### src/rtl/ecc_dec_16to11_pipe.sv
`timescale 1ns/1ps
`default_nettype none
// ============================================================================
// Module   : ecc_dec_16to11_pipe
// Brief    : Two-stage SECDED decoder for 11-bit data / 16-bit Hamming codewords,
//            with saturating CE/UE counters and first-UE codeword capture.
// Revision : 1.0
// ============================================================================
module ecc_dec_16to11_pipe #(
    parameter int               CNT_W     = 16,
    parameter logic [CNT_W-1:0] CE_THRESH = CNT_W'(8)
) (
    input  logic             clk,
    input  logic             rst_n,
    input  logic             in_valid,
    output logic             in_ready,
    input  logic [15:0]      in_code,
    output logic             out_valid,
    input  logic             out_ready,
    output logic [10:0]      out_data,
    output logic             out_correct,
    output logic             out_uncorrect,
    output logic [3:0]       out_location,
    input  logic             clr_cnt,
    output logic [CNT_W-1:0] cnt_ce,
    output logic [CNT_W-1:0] cnt_ue,
    output logic             ce_alarm,
    output logic             ue_log_valid,
    output logic [15:0]      ue_log_code
);

    logic             r_s1_valid;
    logic [15:0]      r_s1_code;
    logic [3:0]       r_s1_syn;
    logic             r_s1_par;
    logic [15:0]      r_s2_code;

    logic             w_s1_advance;
    logic             w_in_fire;
    logic             w_out_fire;
    logic [3:0]       w_syn;
    logic             w_par;
    logic [15:0]      w_fixed;
    logic [10:0]      w_data;
    logic             w_corr;
    logic             w_unc;
    logic [3:0]       w_loc;

    // Stage 2 may refill whenever the output register is empty or draining.
    assign w_s1_advance = !out_valid || out_ready;
    assign in_ready     = !r_s1_valid || w_s1_advance;
    assign w_in_fire    = in_valid && in_ready;
    assign w_out_fire   = out_valid && out_ready;

    always_comb begin
        w_syn = 4'd0;
        for (int i = 1; i < 16; i++) begin
            if (in_code[i]) begin
                w_syn = w_syn ^ 4'(i);
            end
        end
    end

    assign w_par = ^in_code;

    always_ff @(posedge clk or negedge rst_n) begin
        if (!rst_n) begin
            r_s1_valid <= 1'b0;
            r_s1_code  <= 16'd0;
            r_s1_syn   <= 4'd0;
            r_s1_par   <= 1'b0;
        end else if (in_ready) begin
            r_s1_valid <= in_valid;
            if (w_in_fire) begin
                r_s1_code <= in_code;
                r_s1_syn  <= w_syn;
                r_s1_par  <= w_par;
            end
        end
    end

    // Odd overall parity means a single flip at the syndrome position (0 = parity bit).
    always_comb begin
        w_fixed = r_s1_code;
        if (r_s1_par) begin
            w_fixed[r_s1_syn] = ~r_s1_code[r_s1_syn];
        end
    end

    assign w_data = {w_fixed[15:9], w_fixed[7:5], w_fixed[3]};
    assign w_corr = r_s1_par;
    assign w_unc  = !r_s1_par && (r_s1_syn != 4'd0);
    assign w_loc  = r_s1_par ? r_s1_syn : 4'd0;

    always_ff @(posedge clk or negedge rst_n) begin
        if (!rst_n) begin
            out_valid     <= 1'b0;
            out_data      <= 11'd0;
            out_correct   <= 1'b0;
            out_uncorrect <= 1'b0;
            out_location  <= 4'd0;
            r_s2_code     <= 16'd0;
        end else if (w_s1_advance) begin
            out_valid <= r_s1_valid;
            if (r_s1_valid) begin
                out_data      <= w_data;
                out_correct   <= w_corr;
                out_uncorrect <= w_unc;
                out_location  <= w_loc;
                r_s2_code     <= r_s1_code;
            end
        end
    end

    always_ff @(posedge clk or negedge rst_n) begin
        if (!rst_n) begin
            cnt_ce       <= '0;
            cnt_ue       <= '0;
            ue_log_valid <= 1'b0;
            ue_log_code  <= 16'd0;
        end else if (clr_cnt) begin
            cnt_ce       <= '0;
            cnt_ue       <= '0;
            ue_log_valid <= 1'b0;
            ue_log_code  <= 16'd0;
        end else if (w_out_fire) begin
            if (out_correct && (cnt_ce != '1)) begin
                cnt_ce <= cnt_ce + CNT_W'(1);
            end
            if (out_uncorrect && (cnt_ue != '1)) begin
                cnt_ue <= cnt_ue + CNT_W'(1);
            end
            if (out_uncorrect && !ue_log_valid) begin
                ue_log_valid <= 1'b1;
                ue_log_code  <= r_s2_code;
            end
        end
    end

    always_ff @(posedge clk or negedge rst_n) begin
        if (!rst_n) begin
            ce_alarm <= 1'b0;
        end else begin
            ce_alarm <= (cnt_ce >= CE_THRESH);
        end
    end

endmodule
`default_nettype wire
### config.mk
export PLATFORM = sky130hd
export DESIGN_NAME = ecc_dec_16to11_pipe
export DESIGN_NICKNAME = d
export VERILOG_FILES = /design/src/rtl/ecc_dec_16to11_pipe.sv
export SDC_FILE = /design/constraint.sdc
export NUM_CORES = 1
export LEC_CHECK = 0
export CAP_MARGIN = 20
export CORE_MARGIN = 1
export CORE_UTILIZATION = 57
export DETAILED_ROUTE_END_ITERATION = 12
export PLACE_DENSITY = 0.85
export SLEW_MARGIN = 20
export SYNTH_ARGS = -nofsm -noshare
export SYNTH_HDL_FRONTEND = slang
export SYNTH_SLANG_ARGS = --single-unit
export TNS_END_PERCENT = 50
### constraint.sdc
create_clock -name clk -period 3.6 [get_ports clk]
set_clock_uncertainty 0.15 [all_clocks]
set_input_delay 0.54 -clock clk [delete_from_list [all_inputs] [get_ports clk]]
set_output_delay 0.54 -clock clk [all_outputs]
set_load 0.02 [all_outputs]
==> metrics.md, run 1 <==
| Metric | Value |
|---|---|
| Fillers | 644 |
| CP startpoint | out_ready |
| Worst slew pin tran | 1010 ps |
| Sink Count | 106 |
| #FFs+latches synth | ~110 |
| Clock buffer count from CTS | 9 |
| Hold buffer count at cts | 0 |
| Post-DP HPWL | roughly 8000 µm |
| CP endpoint kind | primary output |
| Number of max-cap violations | 0 |
| Total gr overflow | 0 |
| Post-synth top area cell | dfrtp_1 |
| Most frequent cells in the layout | 106 x dfrtp_1, 88 x clkdlybuf4s50_1, 55 x nand2_1 |
| Vias in the first global route | 3707 |
| Hold Fails Final Rpt | 0 |
| Initial drt markers | between 150 and 200 |
| Crit path top cell by count | clkdlybuf4s50_1 |
| Sequential share of power | 47.9% |
| Final Total Pwr | between 3 and 4 mW |
| Gr usage total | around a quarter |
| Clock power frac | 25.8% |
| Crit path kind | in -> out |
| Slowest stage delay, CP | 640 ps |
| Syn avg cell area | roughly 11 µm² |
| Placed insts | ~670 |
| I/O pins | 90 |
| Yosys cell types | 33 |
| Switching Power | roughly 1.0 mW |
| Clock-pin slew on the worst setup and hold paths | around 100 ps |
| Fin nets | about 590 |
| Highest-delay cell along the critical path | clkdlybuf4s50_1 |
| Final period util | roughly 73% |
| Footprint of the multi-input gates | approximately 2300 µm² |
| Logic pwr share | 26.3% |
| GP Congestion | 0.852 |
| WL per Instance | 16.1 µm |
| RSZ-0062 raised after global routing | false |
| Vias | 3895 |
| Ratio of cells with drive above 1 in the final layout | 11.7% |
| Post-Synthesis Cell Area | approximately 5100 µm² |
| CTS Buffer Depth | 2 |
| Via/cell ratio | 5.73 |
| First-pass GRT wire length | between 15000 and 20000 µm |
| Net Count, Synth | 507 |
| Die W | 96.4 µm |
| F_max | about 0.38 GHz |
| Initial antenna violation count | 0 |
| CTS root buf | clkbuf_8 |
| CTS tree | yes |
| Die height | a little under 100 µm |
| VDD IR max | ~0.00025 V |
| DRT Pass-1 Iters | 4 |
| Rows | 34 |
| Max Slew Vio Count | 0 |
| Diodes inserted | 0 |
| Fin crit period | 2620 ps |
| # setup viols final | 0 |
| Setup TNS | 0 ps |
| Pint | around 2.3 mW |
| Async S/R FF share, synth | 100% |
| Status | completed |
| Area growth from synthesis to layout | 24.0% |
| Startpoint type of the worst setup path | primary input |
| Share of the synthesized area in the top cell type | a little over half |
| Util after Layout | 72.6% |
| Routed WL | approximately 11000 µm |
| Post-route antenna net violation count | 0 |
| EDFF count, synth | 0 |
| Crit-path cells | clkdlybuf4s50_1 -> nand3b_1 -> clkdlybuf4s50_1 |
| Most common cell after layout, fill and taps aside | dfrtp_1 |
| Post-CTS setup buffers | 0 |
| Die area | between 9000 and 10000 µm² |
| DRC | 0 |
| Worst Hold Class | in -> async |
| Final std cells w/o fill | 680 |
| Clk_lat worst skew | between 300 and 400 ps |
| Crit-path max FO | 5 |
| Synth area leaders | dfrtp_1 52%, mux2_2 8.2%, xnor2_1 6.5% |
| Sw Ratio | between 30% and 40% |
| H-Tree Depth | 3 |
| Arrival @ worst endpoint | about 1900 ps |
| PortBufs | 89 |
| Synthesized instance count | between 400 and 500 |
| Post-cts sizing count | 0 |
| FF-to-FF Start | cnt_ce[0]$_DFFE_PN0P_ |
| Power per cell area | roughly 530 nW/µm² |
| Sequential share of the synthesized area | 52.2% |
| Core Area | between 8000 and 9000 µm² |
| CP Data Required Time | between 2000 and 3000 ps |
| Dominant synthesized flop cell | dfrtp_1 |
| Seq. cell area | approximately 2700 µm² |
| Static Leak | 2.55 nW |
| Largest net degree at the start of global routing | 62 |
| Rel. slew slack | 32.3% |
| Synth Warn # | 0 |
| Initial Util | a little under 60% |
-- power groups by stage --
stage	registers [mW]	clock network, mW	logic, mW
2_1_floorplan	1.65	0	0.442
3_3_place_gp	1.61	0	0.854
3_5_place_dp	1.62	0	0.882
4_1_cts	1.60	0.877	0.887
5_1_grt	1.63	0.921	0.960
6_report	1.60	0.862	0.877
-- final timing paths --
path	cells after the start	slack, ps	endpoint
max reg2reg	6	1300	cnt_ce[0]$_DFFE_PN0P_
min reg2reg	2	340	out_data[0]$_DFFE_PN0P_
min	1	90	cnt_ue[8]$_DFFE_PN0P_
max in group asynchronous	2	2380	cnt_ce[1]$_DFFE_PN0P_
min in group clk	2	340	out_data[0]$_DFFE_PN0P_
max	3	980	in_ready
-- cell usage after synthesis (all sizes together) (4+ instances only) --
| library cell | number |
|---|---|
| nand3 | 19 |
| mux2i | 15 |
| or2 | 4 |
| clkbuf | 19 |
| and4 | 7 |
| o21ai | 41 |
| and3 | 4 |
| nand4 | 10 |
| xnor2 | 38 |
| xor2 | 17 |
| mux2 | 37 |
| a21oi | 4 |
| nor2 | 41 |
| dfrtp | 106 |
| nand2b | 23 |
| nor3b | 4 |
| nor3 | 12 |
| nor4 | 4 |
| nand2 | 55 |
-- registers in the layout, summed over array words and instances, names as in the netlist, 4 cells and up --
register / flops
ue_log_code: 16
out_data: 11
cnt_ue: 16
out_location: 4
r_s1_syn: 4
cnt_ce: 16
r_s1_code: 16
r_s2_code: 16
-- worst max-delay path: cells and delay by family --
kind                   cells  cell delay, ps
buffers and inverters      2            1210
and+or+nand+nor            1             180
-- cell families after synthesis --
group	share of synthesized area [%]
AOI/OAI and AO/OA	5.71
xor gates and xnor gates	9.48
adders and majority gates	0.739
and+or+nand+nor	18.8
DFF	52.2
buffers and inverters	1.94
muxes	11.2
-- per-stage QoR --
step                      hold WS (ps)  instance area, µm²  setup WS (ps)
after floorplan                   94.4                5080           1320
after global placement             317                6060            976
after detailed placement           322                6060            876
after CTS                          101                6300            979
after global routing               144                6300            951
final                             93.0                6300            981
-- cell type report --
cell class                 count  share of cell area [%]
timing repair buffer          95                    14.8
clock buffer                   9                    1.97
sequential                   106                    42.1
multi-input combinational    353                    37.0
inverter                       3                   0.179
clock inverter                 6                    1.83
tap                          108                    2.14
-- routing by layer --
metal | track usage (%) | routed length [µm]
met1 | 33.9 | 4710
met4 | 10.0 | 201
met2 | 42.1 | 5560
met5 | 0 | 0
met3 | 3.29 | 471
Note: power is estimated with default switching activity, not from simulation.
==> run 2, diff against run 1 <==
- CORE_UTILIZATION: 57 -> 48
- PLACE_DENSITY: 0.85 -> 0.77
- clock period: 3.6 -> 2.4 ns (I/O delays scaled with it)
==> run 2 against run 1 <==
  * Clock power increased by 22%
  * Sequential power increased by 49%
  * Largest power group unchanged
  * First-iteration DRC count increased by 6.9%
  * Critical path depth increased by 3
  * Non-clock buffer count increased by 6
  * Core utilization decreased by 11 points
  * Worst setup slack got worse by 800 ps
  * Cell count increased by 5.1%
==> metrics.md, run 2 (synthesis results as in run 1) <==
| Metric | Value |
|---|---|
| Initial drt markers | 202 (+6.9%) |
| H-Tree Depth | 3 (unchanged) |
| Worst slew pin tran | 617 ps (-389 ps) |
| R2r worst-path depth | 6 (unchanged) |
| First-pass GRT wire length | 17800 µm (+0.20%) |
| Diodes inserted | 0 (unchanged) |
| Initial Util | 49.5% (-9.1 points) |
| Worst Hold Class | reg -> reg |
| Most frequent cells in the layout | 106 x dfrtp_1, 88 x clkdlybuf4s50_1, 55 x nand2_1 |
| FF-to-FF Start | cnt_ue[0]$_DFFE_PN0P_ |
| Vias in the first global route | 3694 (-0.35%) |
| PortBufs | 89 (unchanged) |
| GP Congestion | 0.852 (about the same) |
| Die W | 105 µm (+8.8%) |
| Crit path kind | reg -> reg |
| Most common cell after layout, fill and taps aside | dfrtp_1 |
| Gr usage total | 20.4% (-4.9 points) |
| Clk_lat worst skew | 380 ps (about the same) |
| Via/cell ratio | 5.28 (-7.8%) |
| CTS tree | yes |
| CP Data Required Time | 2550 ps (-360 ps) |
| WL per Instance | 15.0 µm (-6.8%) |
| Sink Count | 106 (unchanged) |
| Post-cts sizing count | 0 (unchanged) |
| Post-route antenna net violation count | 0 (unchanged) |
| CTS Buffer Depth | 2 (unchanged) |
| Post-CTS setup buffers | 0 (unchanged) |
| Startpoint type of the worst setup path | flip-flop |
| DRC | 0 (unchanged) |
| Post-route cell area | 6370 µm² (+1.1%) |
| DRT Pass-1 Iters | 4 (unchanged) |
| Met3 WL post-DR | 457 µm (-3.0%) |
| Worst Min Path Start | out_location[0]$_DFFE_PN0P_ |
| Crit-path max FO | 7 (+2) |
| Reg2Reg Setup Slack | 180 ps (-1120 ps) |
| # setup viols final | 0 (unchanged) |
| Area growth from synthesis to layout | 25.3% |
| Initial antenna violation count | 0 (unchanged) |
| I/O pins | 90 (unchanged) |
| Routed WL | 10700 µm (-2.0%) |
| Hold Fails Final Rpt | 0 (unchanged) |
| Worst reg2reg path endpoint | cnt_ue[13]$_DFFE_PN0P_ |
| Area post-placement | 6170 µm² (+1.8%) |
| Die area | 11000 µm² (+18%) |
| Power per cell area | 749 nW/µm² (+41%) |
| RSZ-0062 raised after global routing | false |
| Static Leak | 2.57 nW (+0.80%) |
| VDD IR max | 0.000391 V (+57%) |
| Largest net degree at the start of global routing | 50 (-19%) |
| Rows | 37 (+8.8%) |
| F_max | roughly 0.45 GHz |
| Core Area | 10300 µm² (+18%) |
| Die height | 105 µm (+8.8%) |
| Arrival @ worst endpoint | 2360 ps (+430 ps) |
| Metal-1 WL | 4840 µm (+2.6%) |
| Clock-pin slew on the worst setup and hold paths | 100 ps (about the same) |
| Max Slew Vio Count | 0 (unchanged) |
| Fin nets | 598 (+1.0%) |
| Ratio of cells with drive above 1 in the final layout | 12.6% (+0.89 points) |
| Fin crit period | roughly 2200 ps |
| Number of max-cap violations | 0 (unchanged) |
| Setup TNS | 0 ps (unchanged) |
| Clock buffer count from CTS | 9 (unchanged) |
| Hold Path Stages | 2 |
| Post-DP HPWL | 7920 µm (-0.46%) |
| Vias | 3774 (-3.1%) |
| CP endpoint kind | flip-flop |
| Rel. slew slack | 58.9% (+27 points) |
| CTS root buf | clkbuf_8 |
| Highest metal used | met4 |
| Metal2 WL | 5320 µm (-4.2%) |
| Hold Path Sink | out_location[0]$_DFFE_PN0P_ |
| Status | completed |
| Total gr overflow | 0 (unchanged) |
| Final period util | 92.3% |
run 2: cell types whose count changed in the layout (fill, tap and decap cells not counted), sizes merged:
cell / change
buf: +5
bufinv: -3
clkinv: +2
inv: +2
dlygate4sd3: +1
run 2: how the worst max path moves through the flow:
stage / from / end / slack [ps]
after floorplan: cnt_ue[0]$_DFFE_PN0P_ / cnt_ue[13]$_DFFE_PN0P_ / 120
after global placement: out_ready / cnt_ce[13]$_DFFE_PN0P_ / 190
after detailed placement: out_ready / cnt_ce[6]$_DFFE_PN0P_ / 140
after CTS: cnt_ue[0]$_DFFE_PN0P_ / cnt_ue[13]$_DFFE_PN0P_ / 190
after global routing: cnt_ue[0]$_DFFE_PN0P_ / cnt_ue[13]$_DFFE_PN0P_ / 90
final: cnt_ue[0]$_DFFE_PN0P_ / cnt_ue[13]$_DFFE_PN0P_ / 180
run 2: cell type report:
cell class,instances,area [µm²]
multi-input cells,353,2330
repair buffers,101,1020
inverters,3,11.3
clock inverters,7,61.3
well taps,136,170
flip-flops and latches,106,2650
clock buffers,9,124
fillers,881,3910
run 2: power by group:
part | internal [mW] | switching, mW
combinational | 0.679 | 0.660
clock | 0.398 | 0.653
sequential | 2.09 | 0.293
total | 3.16 | 1.61
run 2: timing repair:
action                                  CTS  global route
hold buffers                              1             0
endpoints found under the setup margin    0             0
endpoints found under the hold margin    44             0
run 2: critical path, cell delays in order, from the launching register on:
cell and delay, ps:
dfrtp_1 440, ha_1 270, and4_4 200, and4_4 210
or2_4 250, or4_1 470, a21oi_1 150
run 2: metrics by stage:
stage | setup slack (ps) | utilization [%] | total power [mW] | hold slack (ps) | std cells
after floorplan | 119 | - | 3.14 | -85.6 | 483
after global placement | 187 | 60.1 | 3.73 | 249 | 698
after detailed placement | 139 | 60.1 | 3.77 | 262 | 698
after CTS | 193 | 62.0 | 4.82 | 344 | 715
after global routing | 93.7 | 62.0 | 5.03 | 365 | 715
final | 185 | 62.0 | 4.77 | 339 | 715
run 2: layer usage:
layer / up-vias / track usage [%]
li1: 1838 / -
met1: 1830 / 26.7
met2: 94 / 34.5
met3: 12 / 3.68
met4: 0 / 6.14
met5: - / 0
